===== src/rtl/conv3x3_window_gen.sv =====
// 3x3 window generator: loads one filter word for the weight buffer, then turns a raster
// pixel stream into 72-bit ifmap windows. Define STRIDE2_EN to emit only stride-2 windows.
`timescale 1ns/1ps
module conv3x3_window_gen #(
    parameter int IMG_W = 8,
    parameter int IMG_H = 8
) (
    input  logic        clk,
    input  logic        rst,
    input  logic        filter_valid,
    output logic        filter_ready,
    input  logic [71:0] filter_in,
    output logic [71:0] filter_out,
    output logic        wb_write_en,
    input  logic        pix_valid,
    output logic        pix_ready,
    input  logic [7:0]  pix_data,
    output logic        win_valid,
    input  logic        win_ready,
    output logic [71:0] ifmap,
    output logic        frame_done
);

    localparam int CW = $clog2(IMG_W);
    localparam int RW = $clog2(IMG_H);
    localparam logic [CW-1:0] COL_LAST = CW'(IMG_W - 1);
    localparam logic [RW-1:0] ROW_LAST = RW'(IMG_H - 1);
    localparam logic [CW-1:0] COL_TWO  = CW'(2);
    localparam logic [RW-1:0] ROW_TWO  = RW'(2);

    typedef enum logic [1:0] {
        ST_IDLE,
        ST_LOAD,
        ST_STREAM,
        ST_DONE
    } state_t;

    state_t        state;
    state_t        next_state;
    logic [CW-1:0] col;
    logic [RW-1:0] row;
    logic          last_seen;

    // lb_prev holds row r-1, lb_prev2 holds row r-2, both indexed by column.
    logic [7:0]    lb_prev  [IMG_W];
    logic [7:0]    lb_prev2 [IMG_W];
    logic [7:0]    win      [3][3];
    logic [7:0]    win_nxt  [3][3];
    logic [71:0]   ifmap_nxt;

    logic          filter_hs;
    logic          pix_acc;
    logic          at_last;
    logic          stride_ok;
    logic          emit;
    logic          win_valid_nxt;

    assign filter_hs = filter_valid & filter_ready;
    assign pix_ready = (state == ST_STREAM) && (!win_valid || win_ready);
    assign pix_acc   = pix_valid & pix_ready;
    assign at_last   = (row == ROW_LAST) && (col == COL_LAST);

`ifdef STRIDE2_EN
    // (r-2) and (c-2) are even exactly when r and c are even.
    assign stride_ok = ~row[0] & ~col[0];
`else
    assign stride_ok = 1'b1;
`endif

    assign emit          = pix_acc && (row >= ROW_TWO) && (col >= COL_TWO) && stride_ok;
    assign win_valid_nxt = emit || (win_valid && !win_ready);

    // Window shift: columns move left, the new column comes from the line buffers and the pixel.
    always_comb begin
        // NOTE: every combinational output gets a default first so no path can infer a latch.
        for (int r = 0; r < 3; r++) begin
            for (int c = 0; c < 3; c++) begin
                win_nxt[r][c] = win[r][c];
            end
        end
        if (pix_acc) begin
            for (int r = 0; r < 3; r++) begin
                win_nxt[r][0] = win[r][1];
                win_nxt[r][1] = win[r][2];
            end
            win_nxt[0][2] = lb_prev2[col];
            win_nxt[1][2] = lb_prev[col];
            win_nxt[2][2] = pix_data;
        end
    end

    always_comb begin
        ifmap_nxt = '0;
        for (int r = 0; r < 3; r++) begin
            for (int c = 0; c < 3; c++) begin
                ifmap_nxt[8*(3*r+c) +: 8] = win_nxt[r][c];
            end
        end
    end

    always_comb begin
        next_state  = state;
        wb_write_en = 1'b0;
        frame_done  = 1'b0;
        unique case (state)
            ST_IDLE: begin
                if (filter_hs) next_state = ST_LOAD;
            end
            ST_LOAD: begin
                wb_write_en = 1'b1;
                next_state  = ST_STREAM;
            end
            ST_STREAM: begin
                // Finish only once the last pixel is in and no window is left outstanding.
                if ((last_seen || (pix_acc && at_last)) && !win_valid_nxt) next_state = ST_DONE;
            end
            ST_DONE: begin
                frame_done = 1'b1;
                next_state = ST_IDLE;
            end
            default: next_state = ST_IDLE;
        endcase
    end

    always_ff @(posedge clk or negedge rst) begin
        if (!rst) begin
            state        <= ST_IDLE;
            filter_ready <= 1'b0;
            filter_out   <= '0;
            col          <= '0;
            row          <= '0;
            last_seen    <= 1'b0;
            win_valid    <= 1'b0;
            ifmap        <= '0;
            for (int r = 0; r < 3; r++) begin
                for (int c = 0; c < 3; c++) begin
                    win[r][c] <= '0;
                end
            end
        end else begin
            // NOTE: state uses non-blocking assignment so every flop samples pre-edge values.
            state <= next_state;
            // Registered so it reads 0 while reset is held and 1 for the whole idle period after.
            filter_ready <= (next_state == ST_IDLE);
            if (filter_hs) filter_out <= filter_in;
            win_valid <= win_valid_nxt;
            if (emit) ifmap <= ifmap_nxt;
            if (pix_acc) begin
                win <= win_nxt;
                if (col == COL_LAST) begin
                    col <= '0;
                    row <= (row == ROW_LAST) ? '0 : row + 1'b1;
                end else begin
                    col <= col + 1'b1;
                end
            end
            if (state != ST_STREAM) begin
                last_seen <= 1'b0;
            end else if (pix_acc && at_last) begin
                last_seen <= 1'b1;
            end
        end
    end

    always_ff @(posedge clk or negedge rst) begin
        if (!rst) begin
            // NOTE: the line buffers are flops, so clearing them on reset is cheap and makes restarts clean.
            for (int i = 0; i < IMG_W; i++) begin
                lb_prev[i]  <= '0;
                lb_prev2[i] <= '0;
            end
        end else if (pix_acc) begin
            lb_prev2[col] <= lb_prev[col];
            lb_prev[col]  <= pix_data;
        end
    end

endmodule


===== config.mk =====
export PLATFORM = sky130hd
export DESIGN_NAME = conv3x3_window_gen
export DESIGN_NICKNAME = d
export VERILOG_FILES = /design/src/rtl/conv3x3_window_gen.sv
export SDC_FILE = /design/constraint.sdc
export NUM_CORES = 1
export LEC_CHECK = 0
export ABC_AREA = 1
export BUFFER_PORTS_ARGS = -buffer_cell sky130_fd_sc_hd__buf_2
export CORE_ASPECT_RATIO = 1.4
export CORE_MARGIN = 1.5
export CORE_UTILIZATION = 57
export DETAILED_ROUTE_END_ITERATION = 12
export PLACE_DENSITY = 0.8
export SYNTH_ARGS = -nofsm -noshare
export SYNTH_HDL_FRONTEND = slang
export SYNTH_SLANG_ARGS = --single-unit

===== constraint.sdc =====
create_clock -name clk -period 2.5 [get_ports clk]
set_input_delay 0.25 -clock clk [delete_from_list [all_inputs] [get_ports clk]]
set_output_delay 0.25 -clock clk [all_outputs]
set_load 0.005 [all_outputs]

==> flow_summary.toml <==
[finish]
seqCellArea_sq_um = 8880
stdcell_area_sq_um = 18000
num-fill-cells = 1694
layout_commonest_cell = "nand2_1"
drive_gt1_frac = 0.235
fin_nets = 1925
multiInputGateArea_sq_um = 4850
mostFrequentLayoutCells = "600 x nand2_1, 355 x dfrtp_1, 232 x buf_2"
syn_to_final_growth_pct = 23.8

[synthesis]
syn_inst = 1534
avgSynthCellArea_sq_um = 9.50
yosysTopAreaCell = "dfrtp_1"
yosys.area.top_type_share = 0.610
seq_area_frac_synth = 0.610
synth_area_sq_um = 14600
syn_nets = 1627
yosys_warnings = 0
synth-seq-cells = 355
ys_top_cells_by_area = "dfrtp_1 61%, nand2_1 15%, mux2_2 5.6%"
synth_cell_type_count = 31

[critical_path]
crit_path_max_fanout = 57
worst_ep_required_time_ns = 2.95
cp_top_family = "buffers and inverters"
worst-path-buf-inv = 2
crit_chain = "inv_1, ha_1, nand3_4, nor2_4, inv_2, nand2_1, nand2_1"
slowest_stage = "inv_2"
setup.worst_path.start_class = "flip-flop"
setup.worst_path.end_class = "flip-flop"
cpMostUsedCell = "nand2_1"
critPathArrivalTime_ns = 2.82
critical_path_class = "reg2reg"
cpPeakStageDelay_ns = 0.74

[placed_design]
gp_congestion = 0.878
dpl.hpwl_mm = 24.9
placed_area_sq_um = 16200
io_buffer_count = 233

[sta]
finalSetupViolations = 0
tightestPinTransition_ns = 1.04
rsz0062_at_grt = "no"
fin_crit_ns = 2.38
clock_skew_ns = 0.0150
max-slew-margin-rel = 0.308
fin_crit_sh = 0.950
finalSetupTns_ns = 0
holdWs_ns = -0.00783
fmax_mhz = 421
finalMaxSlewViolations = 0
hold_viol = 1

[detailed_routing]
final_antenna_net_count = 0
vias_per_cell = 5.47
drt-wirelength-per-cell_um = 18.6
vias = 11900
firstDrtPassIters = 6
drtIter0Drc = 969
totalWireLength_mm = 40.5
route.detailed.drc = 0

[grt]
grt_max_degree = 89
grt-ovfl-total = 0
grt_antenna_before_repair = 3
grt_use_total = 0.311
grt_pass1_vias = 12300
grt_pass1_wl_mm = 65.0

[run]
cap_violations = 0

[floorplan]
dieHeight_um = 192
die_w_um = 138
die_area_sq_um = 26500
core_sq_um = 25200
start_util = 0.578
io_pins = 234
rows = 69

[pwr]
power_switching_mw = 8.94
vdd_ir_drop_max_uv = 863
leakage_nw = 9.25
switching_share = 0.371
share_comb_of_total_power = 0.362
pwr-share-clk = 0.227
power.internal_mw = 15.1
powerDensity_nw_per_um2 = 1340
p_seq_frac = 0.411

[min_path]
hp-class = "in2reg"

[status]
outcome = "finished, violations left"
failed_checks = "hold timing"

[cts]
clockBufferDepth = 3
cts_tree = "done"
cts-buffers-inserted = 34
clockRootBuffer = "clkbuf_16"
clkSlewWorstSetupHoldPaths_ns = 0.07
htreeDepth = 2
cts_setup_buffers = 0
clock_latency_ns = 0.52
clkSinkCount = 355
-- sequential cells by signal, indices dropped and copies added, names as in the netlist --
name / cells
col: 3
filter_out: 72
filter_ready: 1
ifmap: 72
last_seen: 1
lb_prev: 64
lb_prev2: 64
row: 3
state: 2
win: 72
win_valid: 1
-- area by class of cell --
cell class,count,share of cell area
sequential,355,0.493
multi-input combinational,985,0.269
timing repair buffer,337,0.126
clock buffer,42,0.0517
inverter,119,0.0248
tap,319,0.0221
clock inverter,18,0.0139
antenna,3,0.000416
-- final timing paths --
kind | startpoint | end | slack, ns | cells past startpoint
setup reg to reg | state[0] | ifmap[55] | 0.12 | 7
max in group asynchronous | rst | ifmap[64] | 1.27 | 3
setup / recovery | state[0] | ifmap[55] | 0.12 | 7
hold reg to reg | lb_prev[10] | lb_prev[10] | 0.47 | 2
min in group asynchronous | rst | ifmap[10] | 0.32 | 2
hold / removal | filter_in[62] | filter_out[62] | -0.008 | 2
-- cell usage after synthesis --
cell / count
a21oi_1: 11
a31oi_1: 30
and2_1: 2
and3_1: 1
buf_1: 2
buf_2: 43
buf_4: 12
buf_6: 2
clkbuf_1: 16
dfrtp_1: 355
ha_1: 8
inv_1: 109
inv_2: 10
mux2_2: 72
nand2_1: 601
nand2_2: 3
nand3_1: 11
nand3_2: 6
nand3_4: 2
nand3b_1: 1
nand4_1: 2
nor2_1: 68
nor2_2: 4
nor2_4: 9
nor3_1: 3
nor3b_2: 3
o21a_1: 6
o21ai_0: 76
o21ai_1: 47
o22ai_1: 17
o22ai_2: 2
-- through the flow --
step | hold WS, ns | util | setup slack, ns | std cells | total power [mW]
2_1_floorplan | -0.0456 | - | 0.892 | 1534 | 14.8
3_3_place_gp | 0.326 | 0.641 | 0.367 | 2046 | 17.8
3_5_place_dp | 0.310 | 0.641 | 0.281 | 2046 | 18.2
4_1_cts | 0.00534 | 0.715 | 0.223 | 2174 | 23.8
5_1_grt | 0.00388 | 0.715 | 0.0180 | 2178 | 25.5
6_report | -0.00783 | 0.715 | 0.125 | 2178 | 24.1
-- per-layer routing --
metal / GRT usage / share of wire / vias up
li1: - / - / 5439
met1: 0.359 / 0.37 / 5751
met2: 0.538 / 0.51 / 554
met3: 0.0568 / 0.068 / 159
met4: 0.196 / 0.061 / 0
met5: 0 / 0 / -
-- cell families (layout without fill, tap and decap cells) --
logic type      count (synthesis)  in the layout  share of synthesized area
simple gates                  716            716                      0.199
flops                         355            355                      0.610
other cells                     0              3                          0
compound gates                189            189                     0.0710
mux                            72             72                     0.0557
buf+inv                       194            516                     0.0578
fa+ha+maj                       8              8                    0.00687
-- what timing repair did --
item,CTS,global route
hold endpoints to repair,148,1
hold buffers,68,1
gates resized for setup,0,0
-- power by group through the flow --
| stage | clock network (mW) | registers (mW) | logic, mW |
|---|---|---|---|
| after floorplan | 0 | 9.67 | 5.12 |
| after global placement | 0 | 9.72 | 8.06 |
| after detailed placement | 0 | 9.83 | 8.34 |
| after CTS | 5.50 | 9.78 | 8.56 |
| after global routing | 5.75 | 10.1 | 9.65 |
| final | 5.48 | 9.90 | 8.71 |
Power figures use the tool's default switching activity.
